### src/rtl/dependency_check_block.sv
// Decode-stage hazard/forwarding controller: tracks EX/DM/WB destinations,
// picks operand forwarding sources and raises a one-cycle load-use stall.
module dependency_check_block (
    input  logic        clk,
    input  logic        reset,
    input  logic [23:0] ins,
    output logic [2:0]  mux_sel_A,
    output logic [2:0]  mux_sel_B,
    output logic        imm_sel,
    output logic [7:0]  imm,
    output logic        stall,
    output logic [4:0]  RW_dm,
    output logic        we_dm,
    output logic [4:0]  RW_wb,
    output logic        we_wb
);

    typedef struct packed {
        logic [4:0] rw;
        logic       we;
        logic       is_load;
    } hist_t;

    logic [5:0] opcode;
    logic [4:0] rw;
    logic [4:0] ra;
    logic [4:0] rb;
    logic       is_nop;
    logic       is_store;
    logic       is_load;
    logic       is_imm;
    logic       reads_a;
    logic       reads_b;
    logic       writes;
    logic       load_use;
    hist_t      decoded;
    hist_t      ex_q;
    hist_t      dm_q;
    hist_t      wb_q;

    assign opcode   = ins[23:18];
    assign rw       = ins[17:13];
    assign ra       = ins[12:8];
    assign rb       = ins[7:3];
    assign imm      = ins[7:0];

    assign is_nop   = (opcode == 6'h3F);
    assign is_store = (opcode == 6'h1E);
    assign is_load  = (opcode == 6'h1F);
    assign is_imm   = opcode[5] && !is_nop;
    assign reads_a  = !is_nop;
    assign reads_b  = !is_nop && !is_load && !is_imm;
    assign writes   = !is_nop && !is_store;
    assign imm_sel  = is_imm;
    assign decoded  = {rw, writes, is_load};

    // Youngest producer wins when several stages target the same register.
    function automatic logic [2:0] fwd_sel(input logic [4:0] src, input hist_t e_ex,
                                           input hist_t e_dm, input hist_t e_wb);
        logic [2:0] sel;
        sel = 3'd0;
        if (e_ex.we && e_ex.rw == src)
            sel = 3'd1;
        else if (e_dm.we && e_dm.rw == src)
            sel = 3'd2;
        else if (e_wb.we && e_wb.rw == src)
            sel = 3'd3;
        return sel;
    endfunction

    always_comb begin
        load_use  = ex_q.is_load && ((reads_a && ex_q.rw == ra) || (reads_b && ex_q.rw == rb));
        stall     = !reset && load_use;
        mux_sel_A = 3'd0;
        mux_sel_B = 3'd0;
        if (!reset && !load_use) begin
            if (reads_a)
                mux_sel_A = fwd_sel(ra, ex_q, dm_q, wb_q);
            if (reads_b)
                mux_sel_B = fwd_sel(rb, ex_q, dm_q, wb_q);
        end
    end

    // A stalled instruction stays in decode, so EX receives a bubble instead.
    always_ff @(posedge clk) begin
        if (reset) begin
            ex_q <= '0;
            dm_q <= '0;
            wb_q <= '0;
        end else begin
            wb_q <= dm_q;
            dm_q <= ex_q;
            ex_q <= stall ? hist_t'('0) : decoded;
        end
    end

    assign RW_dm = dm_q.rw;
    assign we_dm = dm_q.we;
    assign RW_wb = wb_q.rw;
    assign we_wb = wb_q.we;

endmodule

### config.mk
export PLATFORM = sky130hd
export DESIGN_NAME = dependency_check_block
export DESIGN_NICKNAME = d
export VERILOG_FILES = /design/src/rtl/dependency_check_block.sv
export SDC_FILE = /design/constraint.sdc
export NUM_CORES = 1
export LEC_CHECK = 0
export BUFFER_PORTS_ARGS = -buffer_cell sky130_fd_sc_hd__buf_2
export CORE_AREA = 2 2 49 56
export CTS_CLUSTER_SIZE = 10
export DETAILED_ROUTE_END_ITERATION = 7
export DIE_AREA = 0 0 51 58
export PLACE_DENSITY = 0.9
export SYNTH_ARGS = -nofsm -noshare
export SYNTH_HDL_FRONTEND = slang
export SYNTH_SLANG_ARGS = --single-unit
### constraint.sdc
create_clock -name clk -period 3.3 [get_ports clk]
set_input_delay 0.33 -clock clk [delete_from_list [all_inputs] [get_ports clk]]
set_output_delay 0.33 -clock clk [all_outputs]
set_load 0.01 [all_outputs]
* Word level (Yosys, flattened, before mapping) *
Cells that the tools add are included.
W data, S select, Z words.

word-level totals
  register bits = 19
  latch bits = 0
  bits in writable memories = 0
  ROM bits = 0
  input bits = 26
  output and inout port bits = 28
  memories kept = 0

operators by class
  add/subtract/negate cells = 0
  multipliers = 0
  divide/modulo/power cells = 0
  $lt $le $gt $ge = 0
  eq/ne operators = 9
  shift operators = 0
  muxes and demuxes = 10
  bitwise gates (word level) = 0
  reduce and logical (&&, ||, !) cells = 23

operators by type and width
  cell                  number
  $eq A5 B5 Y1          6
  $mux W2               10
  $logic_and A1 B1 Y1   15
  $eq A6 B5 Y1 const B  2
  $eq A6 B6 Y1 const B  1
  $logic_not A1 Y1      6
  $reduce_or A2 Y1      1
  $logic_or A1 B1 Y1    1

* Logic depth before layout (Yosys ltp) *
Gate-level depths: netlist of run 1.

  word-level depth = 11
  mapped depth = 5
  mapped depth without buffers = 5

* Worst setup path before layout of run 1 *
OpenSTA, ideal clock, no wires.

  path type = register to output
  start = register wb_q, in the netlist RW_wb[2]
  end = output mux_sel_B[0]
  arrival = 1449 ps
  setup slack = 1521 ps
  stages on the path, launching flop included = 6
  buffers on the path = 0
  cells stage by stage = dfxtp_1 xor2_1 nor4_1 and3_1 nand2b_1 a2111oi_2

on the way
  longest elaborated chain between the ends = 7

ends and longest elaborated chain
  item                    RTL line  RTL
  from (decl)             39        hist_t wb_q;
  from (signal assigned)  91        wb_q <= dm_q;
  $eq A5 B5 Y1            66        else if (e_wb.we && e_wb.rw == src)
  $logic_and A1 B1 Y1     66
  $mux W2                 66
  $mux W2                 64        else if (e_dm.we && e_dm.rw == src)
  $mux W2                 62        if (e_ex.we && e_ex.rw == src)
  $mux W2                 79        if (reads_b)
  $mux W2                 76        if (!reset && !load_use) begin
  to (decl)               8         output logic [2:0] mux_sel_B,

No other way between the ends.

* Worst setup path after layout of run 1 *
  start = register ex_q[2] (netlist bit)
  end = output mux_sel_A[1]

on the way
  longest elaborated chain between the ends = 7
  elaborated cells between the ends (all ways) = 12

ends and longest elaborated chain
  item                                    RTL line  RTL
  from (decl)                             37        hist_t ex_q;
  from (signal assigned)                  93        ex_q <= stall ? hist_t'('0) : decoded;
  $eq A5 B5 Y1, on equally long branches  62, 72
  $logic_and A1 B1 Y1                     72        load_use = ex_q.is_load && ((reads_a && ex_q.rw == ra) || (reads_b && ex_q.rw == rb));
  $logic_or A1 B1 Y1                      72
  $logic_and A1 B1 Y1                     72
  $logic_not A1 Y1                        76
  $logic_and A1 B1 Y1                     76
  $mux W2 *                               76
  to (decl)                               7         output logic [2:0] mux_sel_A,

Mark *: on every way between the ends. The rest lies on a longest branch, timed or not.

==> summary.md, run 1 <==
| Metric | Value |
|---|---|
| Setup violators final | 0 |
| Clk sink count | 19 |
| PostCTS Resize Cnt | 0 |
| Clock Tree Root | clkbuf_4 |
| CP bufs+invs | 1 |
| Post-synth EDFFs | 0 |
| Cell count after placement | 184 |
| Crit path launch type | flip-flop |
| Total GRT Usage | 16.7% |
| Min-delay worst type | input pin to flip-flop |
| Pre-antenna DRT Iters | 5 |
| Final net count | 184 |
| Critical path required time | 2.97 ns |
| Synth warn | 0 |
| Worst setup EP type | primary output |
| Static Leak | 0.652 nW |
| Drt drc | 0 |
| Avg WL per Cell | 13.1 um |
| Max Buffers Root-to-Sink | 2 |
| Primary FF master, synth | dfxtp_1 |
| Clock Skew | 0.00365 ns |
| Final Non-Filler Cells | 188 |
| Row count | 19 |
| Power Dens Cells | 341 nW/um2 |
| Arrival time at the worst endpoint | 1.94 ns |
| Max frequency | 440 MHz |
| Clk slew on worst S/H paths | 0.10 ns |
| Layout area overhead | 19.3% |
| Cts bufs inserted | 3 |
| Peak fanout along the critical path | 3 |
| Cts hold-fix bufs | 0 |
| Die Span Y | 58 um |
| GR Overflow Total | 0 |
| Final WL | 2470 um |
| Cell with the most instances after synthesis | xor2_1 |
| Antenna cells | 0 |
| Fin crit period | 2.27 ns |
| Hpwl dp | 1980 um |
| First-pass GRT wire length | 3770 um |
| Worst-Skew Late Latency | 0.30 ns |
| Fin area | 1320 um2 |
| Synth top area cells | dfxtp_1, xor2_1, nor2b_1 |
| Post-Route Setup TNS | 0 ns |
| Core area | 2400 um2 |
| Synth cell types | 30 |
| Seq/Total Area, Yosys | 34.4% |
| Placed Instance Area | 1290 um2 |
| Post-route ant nets | 0 |
| Fin. Hold Viols | 0 |
| Cell family with most CP delay | compound AO/OA/AOI/OAI gates |
| Seq cells post-synth | 19 |
| CP max-delay cell | a311o_1 |
| H-tree level count | 1 |
| Pins Over Slew Limit | 0 |
| Critical Path Max Stage Delay | 0.41 ns |
| Die Width | 51 um |
| Max cap viols | 0 |
| CP cell instances | xor2_1 -> nor3_1 -> and3_1 -> a311o_1 -> a211oi_2 -> buf_2 |
| Initial antenna violation count | 0 |
| Commonest cells in the netlist | xor2_1, dfxtp_1, nor2b_1 |
| Vias | 968 |
| Gate Count Post-Synth | 119 |
| Asr flop ratio synth | 0% |
| RSZ-0062 raised after global routing | false |
| I/O pin count | 54 |
| Vias/cell | 5.15 |
| Setup Crit Path Kind | flip-flop to primary output |
| Postcts setup bufs | 0 |
| Die ar. | 2960 um2 |
| Tcrit/Tclk final | 68.9% |
| Initial Util | 46.0% |
| Share of the synthesized area in the top cell type | 34.4% |
| Vias in the first global route | 911 |
| GP Congestion | 0.816 |
| Netlist Area Pre-Place | 1100 um2 |
| Status | complete, no violations |
| Largest net degree at the start of global routing | 22 |
| Initial DRC count | 27 |
| Largest area contributor in the netlist | dfxtp_1 |
| Mean Syn Cell Area | 9.28 um2 |
| Share of layout cells above drive strength 1 | 33.8% |
| Worst VDD drop | 0.235 mV |
| Port bufs | 45 |
| CTS tree | yes |
-- final cells by class --
type | count | area, um2
well taps | 31 | 38.8
multi-input cells | 88 | 642
fillers | 228 | 1080
clock inverters | 1 | 5.00
repair buffers | 45 | 225
inverters | 1 | 3.75
flip-flops and latches | 19 | 380
clock buffers | 3 | 22.5
-- through the flow --
stage	setup WS, ns	power (mW)	hold WS, ns	util, %
floorplan	1.52	0.310	0.483	-
global placement	1.30	0.335	0.475	53.7
detailed placement	1.25	0.338	0.479	53.7
CTS	1.04	0.454	0.270	54.9
global route	0.834	0.474	0.272	54.9
finish	1.03	0.450	0.277	54.9
-- power by group --
part | leakage (nW) | switching (mW) | total (mW) | internal (mW)
Sequential | 0.156 | 0.00993 | 0.249 | 0.239
Combinational | 0.478 | 0.0450 | 0.0850 | 0.0400
Clock | 0.0177 | 0.0710 | 0.116 | 0.0453
Total | 0.652 | 0.126 | 0.450 | 0.324
-- worst paths after layout --
kind | startpoint | slack, ns | endpoint | cells after the start
max reg2reg | ex_q[2] | 1.77 | ex_q[3] | 5
max | ex_q[2] | 1.03 | mux_sel_A[1] | 6
min reg2reg | we_dm | 0.49 | we_wb | 1
min | ins[13] | 0.28 | ex_q[2] | 2
-- registers in the layout (all words and copies together), names as in the netlist --
name and cells:
ex_q 7, RW_dm 5, RW_wb 5, we_wb 1
we_dm 1
-- cell families (layout without fill, tap and decap cells) --
family / Yosys count / after routing / synth area share [%]
compound gates: 10 / 10 / 8.27
xor+xnor: 31 / 31 / 24.6
buf+inv: 13 / 50 / 7.81
flops: 19 / 19 / 34.4
other cells: 1 / 2 / 0.339
simple gates: 45 / 45 / 24.6
-- layer usage --
layer	GRT usage (%)	share of wire, %
met5	0	0
met4	9.65	3.4
met3	2.58	8.1
met2	29.5	50
met1	18.9	39
-- placed cells by master, fill, tap and decap left out, types with 2 or more instances in the layout --
| cell | count |
|---|---|
| and2_1 | 2 |
| and3_1 | 5 |
| buf_2 | 45 |
| clkbuf_4 | 3 |
| conb_1 | 2 |
| dfxtp_1 | 19 |
| nand3_1 | 2 |
| nor2_1 | 4 |
| nor2b_1 | 14 |
| nor3_1 | 3 |
| nor3b_1 | 5 |
| nor4_1 | 5 |
| xnor2_1 | 5 |
| xor2_1 | 26 |
Note: power is estimated with default switching activity, not from simulation.
==> inputs of run 2 (changes only) <==
--- a/config.mk
+++ b/config.mk
@@ -5,12 +5,13 @@
 export SDC_FILE = /design/constraint.sdc
 export NUM_CORES = 1
 export LEC_CHECK = 0
+export ABC_AREA = 1
 export BUFFER_PORTS_ARGS = -buffer_cell sky130_fd_sc_hd__buf_2
-export CORE_AREA = 2 2 49 56
+export CORE_AREA = 2 2 57 64
 export CTS_CLUSTER_SIZE = 10
 export DETAILED_ROUTE_END_ITERATION = 7
-export DIE_AREA = 0 0 51 58
-export PLACE_DENSITY = 0.9
+export DIE_AREA = 0 0 59 66
+export PLACE_DENSITY = 0.82
 export SYNTH_ARGS = -nofsm -noshare
 export SYNTH_HDL_FRONTEND = slang
 export SYNTH_SLANG_ARGS = --single-unit
==> constraint.sdc (replaced) <==
create_clock -name clk -period 2.05 [get_ports clk]
set_input_delay 0.205 -clock clk [delete_from_list [all_inputs] [get_ports clk]]
set_output_delay 0.205 -clock clk [all_outputs]
set_load 0.01 [all_outputs]
==> run 2 against run 1 <==
Worst setup slack worse by 0.80 ns. Critical path type unchanged. Clock-buffer cell count up 1. Largest cell class unchanged. Non-clock buffer count unchanged. Clock skew up 0.0015 ns. Global-route usage up 1.5 points. Sequential share of layout area down 4.3 points.
==> summary.md, run 2 <==
| Metric | Value |
|---|---|
| Status | complete, no violations |
| Share of layout cells above drive strength 1 | 25.1% (-8.7 points) |
| Die ar. | 3890 um2 (+32%) |
| Vias/cell | 4.76 (-7.6%) |
| Pre-antenna DRT Iters | 4 (-1) |
| H-tree level count | 1 (unchanged) |
| R2R setup slack | 0.75 ns (-1.02 ns) |
| Final Non-Filler Cells | 299 (+59%) |
| Layout area overhead | 16.1% |
| Row count | 22 (+3) |
| Top reg by flops | ex_q |
| Reg2Reg Depth | 10 (+5) |
| Asr flop ratio synth | 0% (unchanged) |
| Cts hold-fix bufs | 0 (unchanged) |
| I/O pin count | 54 (unchanged) |
| Max cap viols | 0 (unchanged) |
| Sequential Power Share | 52.1% (-3.2 points) |
| GP Congestion | 0.892 (+9.3%) |
| Met2 Use GR | 33.2% (+3.7 points) |
| CP cell instances | inv_1 -> nand2_1 -> nand2_1 -> nand3_1 -> nor2_1 -> nand2_1 -> nand2_1 -> nand2_2 -> nand2_4 -> nor2_2 -> buf_2 |
| Max frequency | 547 MHz |
| Critical Path Max Stage Delay | 0.34 ns (-0.07 ns) |
| Drt drc | 0 (unchanged) |
| Initial antenna violation count | 0 (unchanged) |
| Tcrit/Tclk final | 89.1% |
| Commonest cells in the netlist | nand2_1, nor2_1, inv_1 |
| Synth cell types | 22 (-27%) |
| Crit path launch type | flip-flop |
| Worst setup EP type | primary output |
| Total GRT Usage | 18.2% (+1.5 points) |
| Post-Route Setup TNS | 0 ns (unchanged) |
| Primary FF master, synth | dfxtp_1 |
| Pins Over Slew Limit | 0 (unchanged) |
| Fin. Hold Viols | 0 (unchanged) |
| Clock Tree Root | clkbuf_4 |
| Fillers | 374 (+64%) |
| Die Width | 59 um (+16%) |
| Switch Pwr | 0.238 mW (+89%) |
| Clk sink count | 19 (unchanged) |
| Core area | 3250 um2 (+35%) |
| Post-route ant nets | 0 (unchanged) |
| Fin crit period | 1.83 ns |
| Netlist Area Pre-Place | 1340 um2 (+21%) |
| Combinational share of power | 22.9% (+4.0 points) |
| Vias in the first global route | 1277 (+40%) |
| Critical path required time | 1.85 ns (-1.12 ns) |
| CP Depth | 11 (+5) |
| Power Dens Cells | 494 nW/um2 (+45%) |
| Vias | 1423 (+47%) |
| Final WL | 3260 um (+32%) |
| Worst flop-to-flop path endpoint | ex_q[2] |
| Sw Ratio | 31.2% (+3.2 points) |
| Seq cells post-synth | 19 (unchanged) |
| Port bufs | 45 (unchanged) |
| Internal power | 0.527 mW (+63%) |
| Peak fanout along the critical path | 11 (+8) |
| Hpwl dp | 2740 um (+38%) |
| Largest register FFs | 7 (unchanged) |
| Cell family with most CP delay | simple AND/OR/NAND/NOR gates |
| Worst VDD drop | 0.241 mV (+2.6%) |
| Gate Count Post-Synth | 225 (+89%) |
| RSZ-0062 raised after global routing | false |
| Setup crit end | mux_sel_A[0] |
| Die Span Y | 66 um (+14%) |
| CP bufs+invs | 2 (+1) |
| Min-delay worst type | input pin to flip-flop |
| Initial Util | 41.1% (-4.9 points) |
| Pre-CTS setup slack | 0.434 ns (-0.819 ns) |
| Synth warn | 0 (unchanged) |
| Cell with the most instances after synthesis | nand2_1 |
| PostCTS Resize Cnt | 0 (unchanged) |
| Seq/Total Area, Yosys | 28.5% (-5.9 points) |
| Met1 usage | 21.4% (+2.5 points) |
| Cts bufs inserted | 3 (unchanged) |
| Hold depth | 3 (+1) |
| Most common cell after layout, fill and taps aside | nand2_1 |
| Static Leak | 0.857 nW (+31%) |
| Grt peak-use layer | met2 |
| CP startpoint | ex_q[5] |
| Largest net degree at the start of global routing | 15 (-32%) |
| Postcts setup bufs | 0 (unchanged) |
| Worst-Skew Late Latency | 0.30 ns (about the same) |
| Layout Utilization | 47.7% (-7.1 points) |
| Initial DRC count | 44 (+63%) |
| Max Buffers Root-to-Sink | 2 (unchanged) |
| Clk slew on worst S/H paths | 0.11 ns (about the same) |
| CTS tree | yes |
| Antenna cells | 0 (unchanged) |
| FF-to-FF Start | ex_q[5] |
| Setup ws final | 0.223 ns (-0.804 ns) |
| Setup violators final | 0 (unchanged) |
| Hold_ws | 0.107 ns (-0.170 ns) |
| Clk pwr share | 25.0% (-0.8 points) |
| Mean Syn Cell Area | 5.93 um2 (-36%) |
| Arrival time at the worst endpoint | 1.62 ns (-0.32 ns) |
| Cell count after placement | 295 (+60%) |
| Synth top area cells | dfxtp_1, nand2_1, nor2_1 |
| Most frequent cells in the layout | nand2_1, buf_2, nor2_1, inv_1, dfxtp_1 |
| Met3 GRT Util | 2.54% (-0.033 points) |
| Post-synth EDFFs | 0 (unchanged) |
| Setup Crit Path Kind | flip-flop to primary output |
| Largest area contributor in the netlist | dfxtp_1 |
| First-pass GRT wire length | 5510 um (+46%) |
| Avg WL per Cell | 10.9 um (-17%) |
| Worst path most repeated cell | nand2_1 |
| GR Overflow Total | 0 (unchanged) |
| CP max-delay cell | dfxtp_1 |
| Final net count | 290 (+58%) |
| Share of the synthesized area in the top cell type | 28.5% (-5.9 points) |
| Clock Skew | 0.00511 ns (+0.00146 ns) |
-- run 2: worst register-to-register path, stage by stage (launching register included) --
cell	delay, ns
dfxtp_1	0.34
inv_1	0.09
nand2_1	0.05
nand2_1	0.07
nand3_1	0.08
nor2_1	0.12
nand2_1	0.06
nand2_1	0.07
nand2_2	0.07
nand2_4	0.17
nor2_1	0.06
-- run 2: per-layer routing --
layer  part of all wire, %  vias to the layer above
met2                    52                       47
met4                   1.4                        0
li1                      -                      740
met5                     0                        -
met1                    41                      631
met3                   5.2                        5
-- run 2: kinds of logic (layout without fill, tap and decap cells) --
logic type,count (synthesis),count (layout),synth area share [%]
AND/OR/NAND/NOR,139,139,46.1
XOR/XNOR,5,5,3.28
buffers and inverters,49,86,17.2
flip-flops,19,19,28.5
other,1,2,0.281
AO/OA/AOI/OAI,12,12,4.69
-- run 2: final cells by class --
class / instances / area (um2) / area share, %
Inverter: 37 / 139 / 8.96
Sequential cell: 19 / 380 / 24.5
Multi-Input combinational cell: 158 / 734 / 47.4
Timing Repair Buffer: 45 / 225 / 14.5
Tap cell: 36 / 45.0 / 2.91
Clock buffer: 4 / 26.3 / 1.69
-- run 2: metrics by stage --
| stage | power (mW) | area [um2] |
|---|---|---|
| after detailed placement | 0.581 | 1520 |
| after global placement | 0.578 | 1520 |
| after CTS | 0.768 | 1550 |
| after floorplan | 0.528 | 1340 |
| final | 0.765 | 1550 |
| after global routing | 0.817 | 1550 |
-- run 2: worst min-delay path by stage --
| stage | start | endpoint | slack, ns |
|---|---|---|---|
| floorplan | reset | RW_wb[0] | 0.28 |
| global route | ins[13] | ex_q[2] | 0.09 |
| detailed placement | ins[2] | imm[2] | 0.41 |
| CTS | ins[13] | ex_q[2] | 0.10 |
| finish | ins[13] | ex_q[2] | 0.11 |
| global placement | ins[2] | imm[2] | 0.41 |
-- run 2: power groups by stage --
stage	logic (mW)	clock network, mW	registers (mW)
6_report	0.175	0.192	0.399
5_1_grt	0.199	0.216	0.402
4_1_cts	0.175	0.195	0.398
3_5_place_dp	0.174	0	0.407
3_3_place_gp	0.172	0	0.407
2_1_floorplan	0.119	0	0.409
==> inputs of run 3 (changes only) <==
--- a/config.mk
+++ b/config.mk
@@ -6,7 +6,7 @@
 export NUM_CORES = 1
 export LEC_CHECK = 0
 export ABC_AREA = 1
-export BUFFER_PORTS_ARGS = -buffer_cell sky130_fd_sc_hd__buf_2
+export BUFFER_PORTS_ARGS = -buffer_cell sky130_fd_sc_hd__buf_4
 export CORE_AREA = 2 2 57 64
 export CTS_CLUSTER_SIZE = 10
 export DETAILED_ROUTE_END_ITERATION = 7
==> run 3 against run 2 <==
Routed wire length decreased by 1.6%. Register-to-register slack improved by 0.02 ns. Worst hold slack improved by 0.011 ns. Design area increased by 7.3%. Sequential power about the same. Worst setup slack improved by 0.0073 ns. First-iteration DRC count increased by 23%. Clock power about the same. Global-route usage decreased by 0.78 points. Total power increased by 2.3%. Critical path type unchanged. Largest cell class unchanged. Largest power group unchanged.
==> summary.md, run 3 (same netlist as run 2, synthesis figures left out) <==
| Metric | Value |
|---|---|
| Status | complete, no violations |
| Tcrit/Tclk final | 88.8% (-0.35 points) |
| Placed Instance Area | 1630 um2 (+7.4%) |
| Initial DRC count | 54 (+23%) |
| Port bufs | 45 (unchanged) |
| CP startpoint | ex_q[4] |
| GR Overflow Total | 0 (unchanged) |
| Pins Over Slew Limit | 0 (unchanged) |
| Die Width | 59 um (unchanged) |
| Clk pwr share | 24.2% (-0.8 points) |
| Antenna cells | 0 (unchanged) |
| Postcts setup bufs | 0 (unchanged) |
| Total GRT Usage | 17.4% (-0.78 points) |
| Fin area | 1660 um2 (+7.3%) |
| Vias | 1436 (+0.91%) |
| Row count | 22 (unchanged) |
| Max frequency | 549 MHz (+0.40%) |
| Max Buffers Root-to-Sink | 2 (unchanged) |
| Die Span Y | 66 um (unchanged) |
| Setup Crit Path Kind | flip-flop to primary output |
| Clk sink count | 19 (unchanged) |
| Most frequent cells in the layout | nand2_1, buf_4, nor2_1, inv_1, dfxtp_1 |
| I/O pin count | 54 (unchanged) |
| Switch Pwr | 0.236 mW (-0.97%) |
| Initial antenna violation count | 0 (unchanged) |
| Largest net degree at the start of global routing | 15 (unchanged) |
| First-pass GRT wire length | 5270 um (-4.3%) |
| CP max-delay cell | dfxtp_1 |
| CP Depth | 10 (-1) |
| H-tree level count | 1 (unchanged) |
| CTS tree | yes |
| CP cell instances | inv_1 -> nand2_1 -> nand4_1 -> nor2_1 -> nand2_1 -> nand2_1 -> nand2_2 -> nand2_4 -> nor2_2 -> buf_4 |
| Worst-Skew Late Latency | 0.30 ns (about the same) |
| Cell family with most CP delay | simple AND/OR/NAND/NOR gates |
| Core area | 3250 um2 (unchanged) |
| Most common cell after layout, fill and taps aside | nand2_1 |
| Sequential Power Share | 51.0% (-1.1 points) |
| CP bufs+invs | 2 (unchanged) |
| Final net count | 290 (unchanged) |
| Arrival time at the worst endpoint | 1.62 ns (about the same) |
| Cell count after placement | 295 (unchanged) |
| Min-delay worst type | input pin to flip-flop |
| GP Congestion | 0.849 (-4.8%) |
| Post-Route Setup TNS | 0 ns (unchanged) |
| Share of layout cells above drive strength 1 | 25.5% (+0.38 points) |
| Pre-antenna DRT Iters | 4 (unchanged) |
| Drt drc | 0 (unchanged) |
| Layout Utilization | 51.2% (+3.5 points) |
| Internal power | 0.547 mW (+3.8%) |
| FF-to-FF Start | ex_q[4] |
| R2R setup slack | 0.77 ns (+0.02 ns) |
| Avg WL per Cell | 10.7 um (-1.6%) |
| Reg2Reg Depth | 9 (-1) |
| Combinational share of power | 24.8% (+1.9 points) |
| Sw Ratio | 30.1% (-1.0 points) |
| Vias/cell | 4.80 (+0.91%) |
| Worst setup EP type | primary output |
| Worst path most repeated cell | nand2_1 |
| Fin. Hold Viols | 0 (unchanged) |
| Fin crit period | 1.82 ns (-0.00726 ns) |
| Top reg by flops | ex_q |
| Worst VDD drop | 0.287 mV (+19%) |
| Largest register FFs | 7 (unchanged) |
| Die ar. | 3890 um2 (unchanged) |
| RSZ-0062 raised after global routing | false |
| Final Non-Filler Cells | 299 (unchanged) |
| Hold depth | 3 (unchanged) |
| Power Dens Cells | 470 nW/um2 (-4.7%) |
| Vias in the first global route | 1352 (+5.9%) |
| Initial Util | 41.1% (unchanged) |
| Clock Skew | 0.00556 ns (+0.000453 ns) |
| Critical path required time | 1.85 ns (about the same) |
| Peak fanout along the critical path | 11 (unchanged) |
| Max cap viols | 0 (unchanged) |
| Crit path launch type | flip-flop |
| Setup crit end | mux_sel_A[1] |
| Post-route ant nets | 0 (unchanged) |
| Cts bufs inserted | 3 (unchanged) |
| Clock Tree Root | clkbuf_4 |
| Final Power | 0.783 mW (+2.3%) |
| Critical Path Max Stage Delay | 0.40 ns (+0.06 ns) |
| Final WL | 3210 um (-1.6%) |
| Static Leak | 0.882 nW (+2.9%) |
| Worst flop-to-flop path endpoint | ex_q[2] |
| Hpwl dp | 2710 um (-1.4%) |
| Pre-CTS setup slack | 0.443 ns (+0.00890 ns) |
| Clk slew on worst S/H paths | 0.11 ns (about the same) |
| Setup ws final | 0.230 ns (+0.00726 ns) |
| Layout area overhead | 24.6% |
| Setup violators final | 0 (unchanged) |
| Hold_ws | 0.119 ns (+0.0113 ns) |
run 3: layer usage:
layer / vias to the layer above / GRT usage, % / part of all wire (%)
met5: - / 0 / 0
met4: 0 / 5.68 / 0.97
met3: 4 / 3.52 / 5.1
met2: 44 / 33.2 / 53
met1: 646 / 18.6 / 41
li1: 742 / - / -
run 3: final cells by class:
type,count,area [um2]
timing repair buffer,45,338
sequential,19,382
inverter,37,139
tap,36,45.0
clock buffer,4,26.3
fill,345,1580
multi-input combinational,158,734
run 3: worst min-delay path by stage:
stage / start / endpoint
5_1_grt: ins[15] / ex_q[4]
4_1_cts: ins[13] / ex_q[2]
3_5_place_dp: ins[2] / imm[2]
6_report: ins[15] / ex_q[4]
3_3_place_gp: ins[2] / imm[2]
2_1_floorplan: reset / RW_wb[0]
run 3: tightest hold or removal path, delay by kind of cell:
kind	cells	cell delay (ns)
buf+inv	2	0.11
simple gates	1	0.08
run 3: repair_timing:
action | CTS | global route
endpoints found under the setup margin | 0 | 4
resized for setup | 0 | 2
endpoints found under the hold margin | 0 | 0
hold buffers | 0 | 0
run 3: power groups by stage:
| stage | clock (mW) | sequential, mW | combinational [mW] |
|---|---|---|---|
| after global routing | 0.208 | 0.401 | 0.219 |
| after detailed placement | 0 | 0.408 | 0.194 |
| final | 0.189 | 0.399 | 0.194 |
| after CTS | 0.191 | 0.399 | 0.195 |
| after global placement | 0 | 0.407 | 0.192 |
| after floorplan | 0 | 0.409 | 0.119 |
